`src/rtl/mem_arb_pkg.sv`:
```
// Shared types and the 2-way round-robin pick used by both the write and the read
// channels of mem_if_arbiter.
package mem_arb_pkg;

    typedef logic req_id_t;

    localparam req_id_t REQ0 = 1'b0;
    localparam req_id_t REQ1 = 1'b1;

    typedef struct packed {
        logic    valid;
        req_id_t id;
    } rr_pick_t;

    // The favoured requester wins a tie; a lone requester wins regardless of prio.
    function automatic rr_pick_t rr_pick(input logic [1:0] req, input req_id_t prio);
        rr_pick_t pick;
        pick.valid = |req;
        pick.id    = prio;
        if (!req[prio] && req[~prio])
            pick.id = ~prio;
        return pick;
    endfunction

endpackage

```
`src/rtl/mem_arb_owner_fifo.sv`:
```
// Owner FIFO: remembers which requester issued each outstanding read so that
// in-order read data can be routed back to it.
module mem_arb_owner_fifo
    import mem_arb_pkg::*;
#(
    parameter  int RD_DEPTH = 4,
    localparam int PTR_W    = $clog2(RD_DEPTH),
    localparam int CNT_W    = PTR_W + 1
) (
    input  logic             clk,
    input  logic             rstn,
    input  logic             push,
    input  req_id_t          push_id,
    input  logic             pop,
    output req_id_t          head_id,
    output logic             full,
    output logic             empty,
    output logic [CNT_W-1:0] count
);

    req_id_t          ids [RD_DEPTH];
    logic [PTR_W-1:0] wr_ptr;
    logic [PTR_W-1:0] rd_ptr;
    logic             do_push;
    logic             do_pop;

    assign full    = (count == CNT_W'(RD_DEPTH));
    assign empty   = (count == '0);
    assign do_push = push && (!full || pop);
    // A pop on an empty FIFO is only meaningful when it consumes the entry pushed this cycle.
    assign do_pop  = pop && (!empty || push);
    assign head_id = empty ? push_id : ids[rd_ptr];

    always_ff @(posedge clk or negedge rstn) begin
        if (!rstn) begin
            wr_ptr <= '0;
            rd_ptr <= '0;
            count  <= '0;
        end else begin
            if (do_push)
                wr_ptr <= wr_ptr + PTR_W'(1);
            if (do_pop)
                rd_ptr <= rd_ptr + PTR_W'(1);
            case ({do_push, do_pop})
                2'b10:   count <= count + CNT_W'(1);
                2'b01:   count <= count - CNT_W'(1);
                default: count <= count;
            endcase
        end
    end

    // NOTE: the id storage has no reset; the pointers and count alone define which entries are live.
    always_ff @(posedge clk) begin
        if (do_push)
            ids[wr_ptr] <= push_id;
    end

endmodule

```
`src/rtl/mem_if_arbiter.sv`:
```
// Two-requester arbiter for a single mem_if port: independent round-robin write and
// read channels, registered memory-side outputs, in-order read return via an owner FIFO.
module mem_if_arbiter
    import mem_arb_pkg::*;
#(
    parameter int MEM_ALEN = 2,
    parameter int DLEN     = 32,
    parameter int RD_DEPTH = 4
) (
    input  logic                clk,
    input  logic                rstn,
    input  logic                r0_wen,
    input  logic [MEM_ALEN-1:0] r0_waddr,
    input  logic [DLEN-1:0]     r0_wdata,
    output logic                r0_wgnt,
    input  logic                r0_ren,
    input  logic [MEM_ALEN-1:0] r0_raddr,
    output logic                r0_rgnt,
    output logic [DLEN-1:0]     r0_rdata,
    output logic                r0_rvalid,
    input  logic                r1_wen,
    input  logic [MEM_ALEN-1:0] r1_waddr,
    input  logic [DLEN-1:0]     r1_wdata,
    output logic                r1_wgnt,
    input  logic                r1_ren,
    input  logic [MEM_ALEN-1:0] r1_raddr,
    output logic                r1_rgnt,
    output logic [DLEN-1:0]     r1_rdata,
    output logic                r1_rvalid,
    output logic                mem_wen,
    output logic [MEM_ALEN-1:0] mem_waddr,
    output logic [DLEN-1:0]     mem_wdata,
    output logic                mem_ren,
    output logic [MEM_ALEN-1:0] mem_raddr,
    input  logic [DLEN-1:0]     mem_rdata,
    input  logic                mem_rvalid,
    output logic                rd_orphan
);

    localparam int CNT_W = $clog2(RD_DEPTH) + 1;

    req_id_t          w_prio;
    req_id_t          r_prio;
    rr_pick_t         w_pick;
    rr_pick_t         r_pick;
    logic             fifo_full;
    logic             fifo_empty;
    logic [CNT_W-1:0] fifo_count;
    req_id_t          fifo_head;
    logic             rd_room;
    logic             rd_pop_ok;
    logic             orphan_evt;

    // A full FIFO still accepts a read when a return frees an entry in the same cycle.
    assign rd_room = !fifo_full || mem_rvalid;

    // NOTE: every always_comb output is assigned unconditionally, so no latch can be inferred.
    always_comb begin
        w_pick = rr_pick({r1_wen, r0_wen}, w_prio);
        r_pick = rr_pick({r1_ren, r0_ren} & {2{rd_room}}, r_prio);
    end

    assign r0_wgnt = w_pick.valid && (w_pick.id == REQ0);
    assign r1_wgnt = w_pick.valid && (w_pick.id == REQ1);
    assign r0_rgnt = r_pick.valid && (r_pick.id == REQ0);
    assign r1_rgnt = r_pick.valid && (r_pick.id == REQ1);

    assign rd_pop_ok  = mem_rvalid && (!fifo_empty || r_pick.valid);
    assign orphan_evt = mem_rvalid && (fifo_count == '0) && !r_pick.valid;

    mem_arb_owner_fifo #(
        .RD_DEPTH (RD_DEPTH)
    ) u_owner_fifo (
        .clk     (clk),
        .rstn    (rstn),
        .push    (r_pick.valid),
        .push_id (r_pick.id),
        .pop     (mem_rvalid),
        .head_id (fifo_head),
        .full    (fifo_full),
        .empty   (fifo_empty),
        .count   (fifo_count)
    );

    // NOTE: registered state uses non-blocking assignments so every flop samples pre-edge values.
    always_ff @(posedge clk or negedge rstn) begin
        if (!rstn) begin
            w_prio    <= REQ0;
            r_prio    <= REQ0;
            mem_wen   <= 1'b0;
            mem_waddr <= '0;
            mem_wdata <= '0;
            mem_ren   <= 1'b0;
            mem_raddr <= '0;
            r0_rvalid <= 1'b0;
            r0_rdata  <= '0;
            r1_rvalid <= 1'b0;
            r1_rdata  <= '0;
            rd_orphan <= 1'b0;
        end else begin
            mem_wen <= w_pick.valid;
            if (w_pick.valid) begin
                mem_waddr <= (w_pick.id == REQ1) ? r1_waddr : r0_waddr;
                mem_wdata <= (w_pick.id == REQ1) ? r1_wdata : r0_wdata;
                w_prio    <= req_id_t'(~w_pick.id);
            end

            mem_ren <= r_pick.valid;
            if (r_pick.valid) begin
                mem_raddr <= (r_pick.id == REQ1) ? r1_raddr : r0_raddr;
                r_prio    <= req_id_t'(~r_pick.id);
            end

            r0_rvalid <= rd_pop_ok && (fifo_head == REQ0);
            r1_rvalid <= rd_pop_ok && (fifo_head == REQ1);
            if (rd_pop_ok && (fifo_head == REQ0))
                r0_rdata <= mem_rdata;
            if (rd_pop_ok && (fifo_head == REQ1))
                r1_rdata <= mem_rdata;

            if (orphan_evt)
                rd_orphan <= 1'b1;
        end
    end

endmodule

```
`config.mk`:
```
export PLATFORM = sky130hd
export DESIGN_NAME = mem_if_arbiter
export DESIGN_NICKNAME = d
export VERILOG_FILES = /design/src/rtl/mem_arb_pkg.sv /design/src/rtl/mem_arb_owner_fifo.sv /design/src/rtl/mem_if_arbiter.sv
export SDC_FILE = /design/constraint.sdc
export NUM_CORES = 1
export LEC_CHECK = 0
export ABC_AREA = 1
export CELL_PAD_IN_SITES_DETAIL_PLACEMENT = 0
export CELL_PAD_IN_SITES_GLOBAL_PLACEMENT = 1
export CORE_MARGIN = 2
export CORE_UTILIZATION = 33
export CTS_CLUSTER_DIAMETER = 100
export DETAILED_ROUTE_END_ITERATION = 7
export MAX_ROUTING_LAYER = met4
export PLACE_DENSITY = 0.93
export SKIP_CTS_REPAIR_TIMING = 1
export SLEW_MARGIN = 25
export SYNTH_ARGS = -nofsm -noshare
export SYNTH_HDL_FRONTEND = slang
export SYNTH_SLANG_ARGS = --single-unit
```
`constraint.sdc`:
```
create_clock -name clk -period 4.67 [get_ports clk]
set_input_delay 0.934 -clock clk [delete_from_list [all_inputs] [get_ports clk]]
set_output_delay 0.934 -clock clk [all_outputs]
set_load 0.02 [all_outputs]
```
---- After elaboration in Yosys (flattened, before gate mapping) ----
Memory sizes are Yosys's and may differ from the RTL's.
Index checks and enable logic that the tools add are counted.
operators by class
  mux-type cells .......................... 17
  multiply operators ...................... 0
  bitwise operators ....................... 6
  equal/unequal tests ..................... 3
  add/subtract/negate cells ............... 4
  order comparisons ....................... 4
  shifts and indexed selects .............. 0
  reductions and logical operators ........ 23
  div/mod/pow operators ................... 0
operator list
  kind                                                                   number
  32-bit 2-to-1 mux                                                      1
  1-bit 2-to-1 mux                                                       13
  1-bit logical AND                                                      12
  1-bit by 2-bit < comparator with 1-bit output, second input constant   4
  3-bit one-hot mux with 2 select lines                                  1
  1-bit logical NOT                                                      5
  1-bit NOT                                                              5
  2-bit by 1-bit adder with 2-bit output, second input constant          2
  2-bit 2-to-1 mux                                                       2
  2-bit OR reduction                                                     2
  3-bit by 1-bit adder with 3-bit output, second input constant          1
  3-bit equality test, second input constant                             1
  3-bit logical NOT                                                      1
  3-bit by 1-bit subtractor with 3-bit output, second input constant     1
  2-bit bitwise AND                                                      1
  2-bit by 1-bit equality test with 1-bit output, second input constant  1
  2-bit equality test, second input constant                             1
  1-bit logical OR                                                       2
  2-bit nonzero test                                                     1
storage, ports and cells
  bits in registers ....................... 114
  bits of input ports ..................... 111
  bits in writable memories ............... 4
  latch bits .............................. 0
  output and inout bits ................... 109
  memories kept ........................... 1
  ROM bits ................................ 0
  logic and storage cells ................. 73
memories
  memory            words  width  rd ports  clocked after Yosys merged registers in  write ports  line                      RTL
  u_owner_fifo.ids  4      1      1         0                                        1            mem_arb_owner_fifo.sv:21  req_id_t ids [RD_DEPTH];

---- Logic depth before layout (Yosys ltp) ----
  word-level depth ........................ 12
  depth in mapped cells ................... 12
  depth with buffers taken out ............ 11

---- Modules after synthesis ----
Synthesis repeated with hierarchy kept, for this count alone.
unflattened totals
  cell total of the unflattened synthesis .. 660
  area total of the unflattened synthesis .. 5490.3 sq um
modules (own cells, without submodules)
  module              cells each  times used  area an instance (sq um)  sequential area each (sq um)
  mem_if_arbiter      580         1           4810.9                    2677.6
  mem_arb_owner_fifo  80          1           679.4                     295.3

---- Worst setup path before layout ----
Ideal clock, no wire load.
  path type ............................... input to output
  start point ............................. in mem_rvalid
  end point ............................... out r0_rgnt
  stages on the path ...................... 7
  arrival time ............................ 1742 ps
  slack ................................... 1994 ps
  path buffers ............................ 1
  required time ........................... 3736 ps
  path through ............................ nor2_1 > nand2_1 > o21ai_2 > buf_4 > clkinv_1 > nand2_1 > inv_1
on the way
  elaborated cells on any way between the ends .. 12
  those cells by class .................... mux: 5; bitwise: 2; reduce/logical: 5
RTL lines
  what                   line                      RTL
  from (decl)            mem_if_arbiter.sv:36      input logic mem_rvalid,
  1-bit logical OR       mem_if_arbiter.sv:55      assign rd_room = !fifo_full || mem_rvalid;
  2-bit bitwise AND      mem_if_arbiter.sv:60      r_pick = rr_pick({r1_ren, r0_ren} & {2{rd_room}}, r_prio);
  2-bit OR reduction     mem_arb_pkg.sv:18         pick.valid = |req;
  net u_owner_fifo.push  mem_arb_owner_fifo.sv:12  input logic push,
  1-bit logical AND      mem_if_arbiter.sv:65      assign r0_rgnt = r_pick.valid && (r_pick.id == REQ0);
  to (decl)              mem_if_arbiter.sv:18      output logic r0_rgnt,
The timed path passes the listed nets, and every way through them passes these cells. The select of a mux whose other input is x is not followed.

---- Worst setup path in the final report ----
  start point ............................. in r0_ren
  end point ............................... out r0_rgnt
on the way
  elaborated cells on any way between the ends .. 11
  those cells by class .................... mux: 5; bitwise: 2; reduce/logical: 4
RTL lines
  what                   line                      RTL
  from (decl)            mem_if_arbiter.sv:16      input logic r0_ren,
  2-bit bitwise AND      mem_if_arbiter.sv:60
  2-bit OR reduction     mem_arb_pkg.sv:18
  net u_owner_fifo.push  mem_arb_owner_fifo.sv:12
  1-bit logical AND      mem_if_arbiter.sv:65
The timed path passes the listed nets, and every way through them passes these cells. The select of a mux whose other input is x is not followed.

==> impl_results.md <==
* Fraction of post-synthesis cell area in the top cell type by area at 0.5587
* EDFF count, synth at 4
* Count of inserted antenna diode cells at 0
* Gate Count Post-Synth at 570
* Port Buf Inserts at 219
* Worst setup skew after layout at 0.005834 ns
* Vias/cell at 4.769
* Post-synthesis sequential element count at 118
* First-pass GRT wire length at 23960 um
* Unrepaired setup endpoints after global routing: false
* Transition time of the tightest slew-check pin at 0.8844 ns
* Layer with the highest usage: met2
* Period utilization at 0.8422
* Switching share of power at 0.3946
* Crit path kind: in -> out
* Tightest Hold Check Type: in -> async
* Io pins at 220
* Number of nets still failing antenna checks after routing at 0
* Nets in the synthesized netlist at 687
* Startpoint class of the critical path: primary input
* Synth unique cells at 27
* Worst path setup slack after routing at 0.7367 ns
* # nets final at 898
* Clock power frac at 0.238
* Aggregate routed wire length at 15060 um
* Cell chain of the critical path: clkdlybuf4s50_1 -> o21ai_2 -> clkinv_1 -> nand2_1 -> inv_1 -> clkdlybuf4s50_1
* Library cell used as clock root buffer: clkbuf_16
* Leakage power at 0.003621 uW
* R2r startpoint: u_owner_fifo.rd_ptr[0]$_DFFE_PN0P_
* Final setup viols at 0
* Total congestion overflow after global routing at 0
* Ranking of synthesized cells by area: dfrtp_1 56%, nand2_1 13%, o21ai_0 6.4%, nand4_1 3.9%, nand3_1 3.7%
* Post-synthesis instance area at 5106 sq um
* M2 GR Usage at 0.3032
* Peak per-stage delay on the critical path at 0.54 ns
* Result of the run: finished clean
* Depth of the most critical reg-to-reg path at 9
* Setup slack after placement at 0.7558 ns
* Setup slack of the most critical reg-to-reg path at 1.94 ns
* H-Tree Level Count at 4
* Count of unresolved DRC violations after routing at 0
* Internal Power at 3161 uW
* Starting density of the core at 0.3371
* Clk sink count at 118
* Most frequently used flop master after synthesis: dfrtp_1
* R2r endpoint: r1_rdata[29]$_DFFE_PN0P_
* Clock transition time at the flip-flop clock pins of the worst setup and hold paths at 0.06 ns
* Required time reported for the critical path endpoint at 3.74 ns
* Die height at 128.4 um
* Total of warnings raised by yosys at 0
* Multi-input logic area at 1842 sq um
* Pins over their slew limit at 0
* Mean Syn Cell Area at 8.958 sq um
* Worst IR Drop VDD at 0.2319 mV
* Time the worst path needs with I/O delays and setup at 3.933 ns
* Max-cap check violation count at 0
* M3 GR Usage at 0.05696
* Sequential share of the synthesized area at 0.5822
* Leading area contributor after synthesis: dfrtp_1
* Area taken by flip-flops and latches at 2973 sq um
* Average wire length per cell after detail routing at 15.33 um
* Worst-skew pair later-pin latency at 0.41 ns
* Die Width at 128.4 um
* Most frequent cell on the critical path: clkdlybuf4s50_1
* Aggregate global-route resource usage at 0.1933
* Total iterations of the first detailed-routing run at 4
* Number of buffers on the longest clock path at 2
* Critical path arrival at 3.00 ns
* Total negative setup slack at 0 ns
* Via Count at 4683
* Area of the core at 15150 sq um
* Global routing usage on met1 at 0.2395
* PD cells at 655.5 nW/um^2
* Cell row count at 45
* Count of fill cells added during filler insertion at 1379
* Max-Slew Margin vs Limit at 0.4098
* Share of total power in sequential cells at 0.315
* Gpl congestion at 0.7661
* Reported net switching power at 2061 uW
* Slowest stage cell, crit path: clkdlybuf4s50_1
* DRC marker count from the first detailed-route iteration at 329
* Top cell types by occurrence after synthesis: 176 x nand2_1, 114 x dfrtp_1, 65 x o21ai_0
* Synthesis-to-layout area growth at 56.02%
* Post-detail-place hpwl at 10320 um
* Layout cell share with drive strength beyond 1 at 0.06423
* Highest clock frequency the design can meet at 254.2 MHz
* Overall die area at 16480 sq um
* Critical Path End Type: primary output
* Antenna violations before repair at 0
* Combinational cell fraction of total power at 0.447
* Worst path top cell family by delay: buffers and inverters
* CTS tree: built
* Final Hold Fails at 0
* Maximum fanout encountered on the critical timing path at 11
* Async S/R FF share, synth at 0.9661
* Pin count of the biggest net entering global routing at 57
* Via count of the first global-routing pass at 4652
* Buffer and inverter count on the worst path at 4
* Top-count cell post-synth: nand2_1
* Num CTS Buffers at 17
[kinds of logic (layout without fill, tap and decap cells)]
| group | after synthesis | in the layout | synth area share |
|---|---|---|---|
| AO/OA/AOI/OAI | 81 | 81 | 0.08356 |
| XOR/XNOR | 5 | 5 | 0.008578 |
| adder cells (fa/ha/maj) | 6 | 6 | 0.01617 |
| buffers and inverters | 61 | 285 | 0.05758 |
| flip-flops | 118 | 118 | 0.5822 |
| AND/OR/NAND/NOR | 299 | 299 | 0.2519 |
[routing by layer]
metal  share of wire  routed length [um]
met3           0.084                1266
met4           0.013                 203
met1            0.43                6488
met2            0.47                7097
met5               0                   0
[sequential cells by signal, summed over array words and instances (netlist names), 2 cells and up]
register	cells
mem_waddr	2
u_owner_fifo.rd_ptr	2
u_owner_fifo.wr_ptr	2
mem_wdata	32
u_owner_fifo.ids	4
r0_rdata	32
r1_rdata	32
u_owner_fifo.count	3
mem_raddr	2
[worst max path at each step]
stage | startpoint | to | cells after the start
after floorplan | mem_rvalid | r0_rgnt | 7
after global placement | r0_ren | r0_rgnt | 6
after detailed placement | r0_ren | r0_rgnt | 6
after CTS | r0_ren | r0_rgnt | 6
after global routing | r0_ren | r0_rgnt | 6
final | r0_ren | r0_rgnt | 6
[cell usage in the layout (no fill, tap or decap)]
cell type | netlist | final
nand3_2 | 2 | 2
clkdlybuf4s50_1 | 0 | 218
clkbuf_16 | 0 | 17
o21ai_1 | 11 | 11
clkinv_4 | 0 | 1
nor2_1 | 46 | 45
nor2_2 | 0 | 1
bufinv_16 | 0 | 1
xnor2_1 | 2 | 2
nand4_1 | 32 | 32
dfrtp_1 | 114 | 114
nor3_4 | 1 | 1
a21boi_4 | 1 | 1
nand3_1 | 38 | 38
o21ai_0 | 65 | 65
inv_6 | 0 | 1
nand2_1 | 176 | 176
clkinv_2 | 0 | 5
nand3b_1 | 1 | 1
nand2_2 | 3 | 3
clkinv_1 | 1 | 1
ha_1 | 5 | 5
a21oi_1 | 2 | 2
a31o_2 | 1 | 1
o21ai_2 | 1 | 1
xor2_1 | 3 | 3
fa_1 | 1 | 1
inv_1 | 25 | 25
buf_4 | 3 | 9
edfxtp_1 | 4 | 4
clkbuf_8 | 0 | 3
clkinvlp_4 | 0 | 4
[layout make-up]
cell class	instances	area share
Tap cell	188	0.02953
Clock inverter	12	0.01288
Inverter	26	0.01225
Sequential cell	118	0.3732
Multi-Input combinational cell	391	0.2312
Timing Repair Buffer	227	0.2824
Clock buffer	20	0.05858
[power by group through the flow]
stage	sequential [uW]	combinational [uW]	clock, uW
6_report	1640	2330	1240
4_1_cts	1640	2360	1280
5_1_grt	1690	2550	1320
3_5_place_dp	1650	2350	0
2_1_floorplan	2050	891	0
3_3_place_gp	1650	2320	0
[worst reg2reg max path, cell delays in order, from the launching register on]
cell and delay (ns):
dfrtp_1 0.42, inv_1 0.08, o21ai_0 0.06, o21ai_0 0.19, nand2_2 0.48, nand2_2 0.21, buf_4 0.37, nand2_2 0.49
nand2_1 0.21, nand2_1 0.08
[per-stage QoR]
| stage | util | std cells | hold slack, ns | power [uW] | area (sq um) |
|---|---|---|---|---|---|
| 6_report | 0.5260 | 982 | 0.4631 | 5222 | 7966 |
| 5_1_grt | 0.5260 | 982 | 0.4850 | 5560 | 7966 |
| 4_1_cts | 0.5260 | 982 | 0.4491 | 5281 | 7966 |
| 3_5_place_dp | 0.4884 | 950 | 0.4578 | 4008 | 7397 |
| 3_3_place_gp | 0.4884 | 950 | 0.4529 | 3966 | 7397 |
| 2_1_floorplan | - | 570 | 0.4604 | 2945 | 5106 |
No activity file was read; power rests on OpenSTA's default activity.
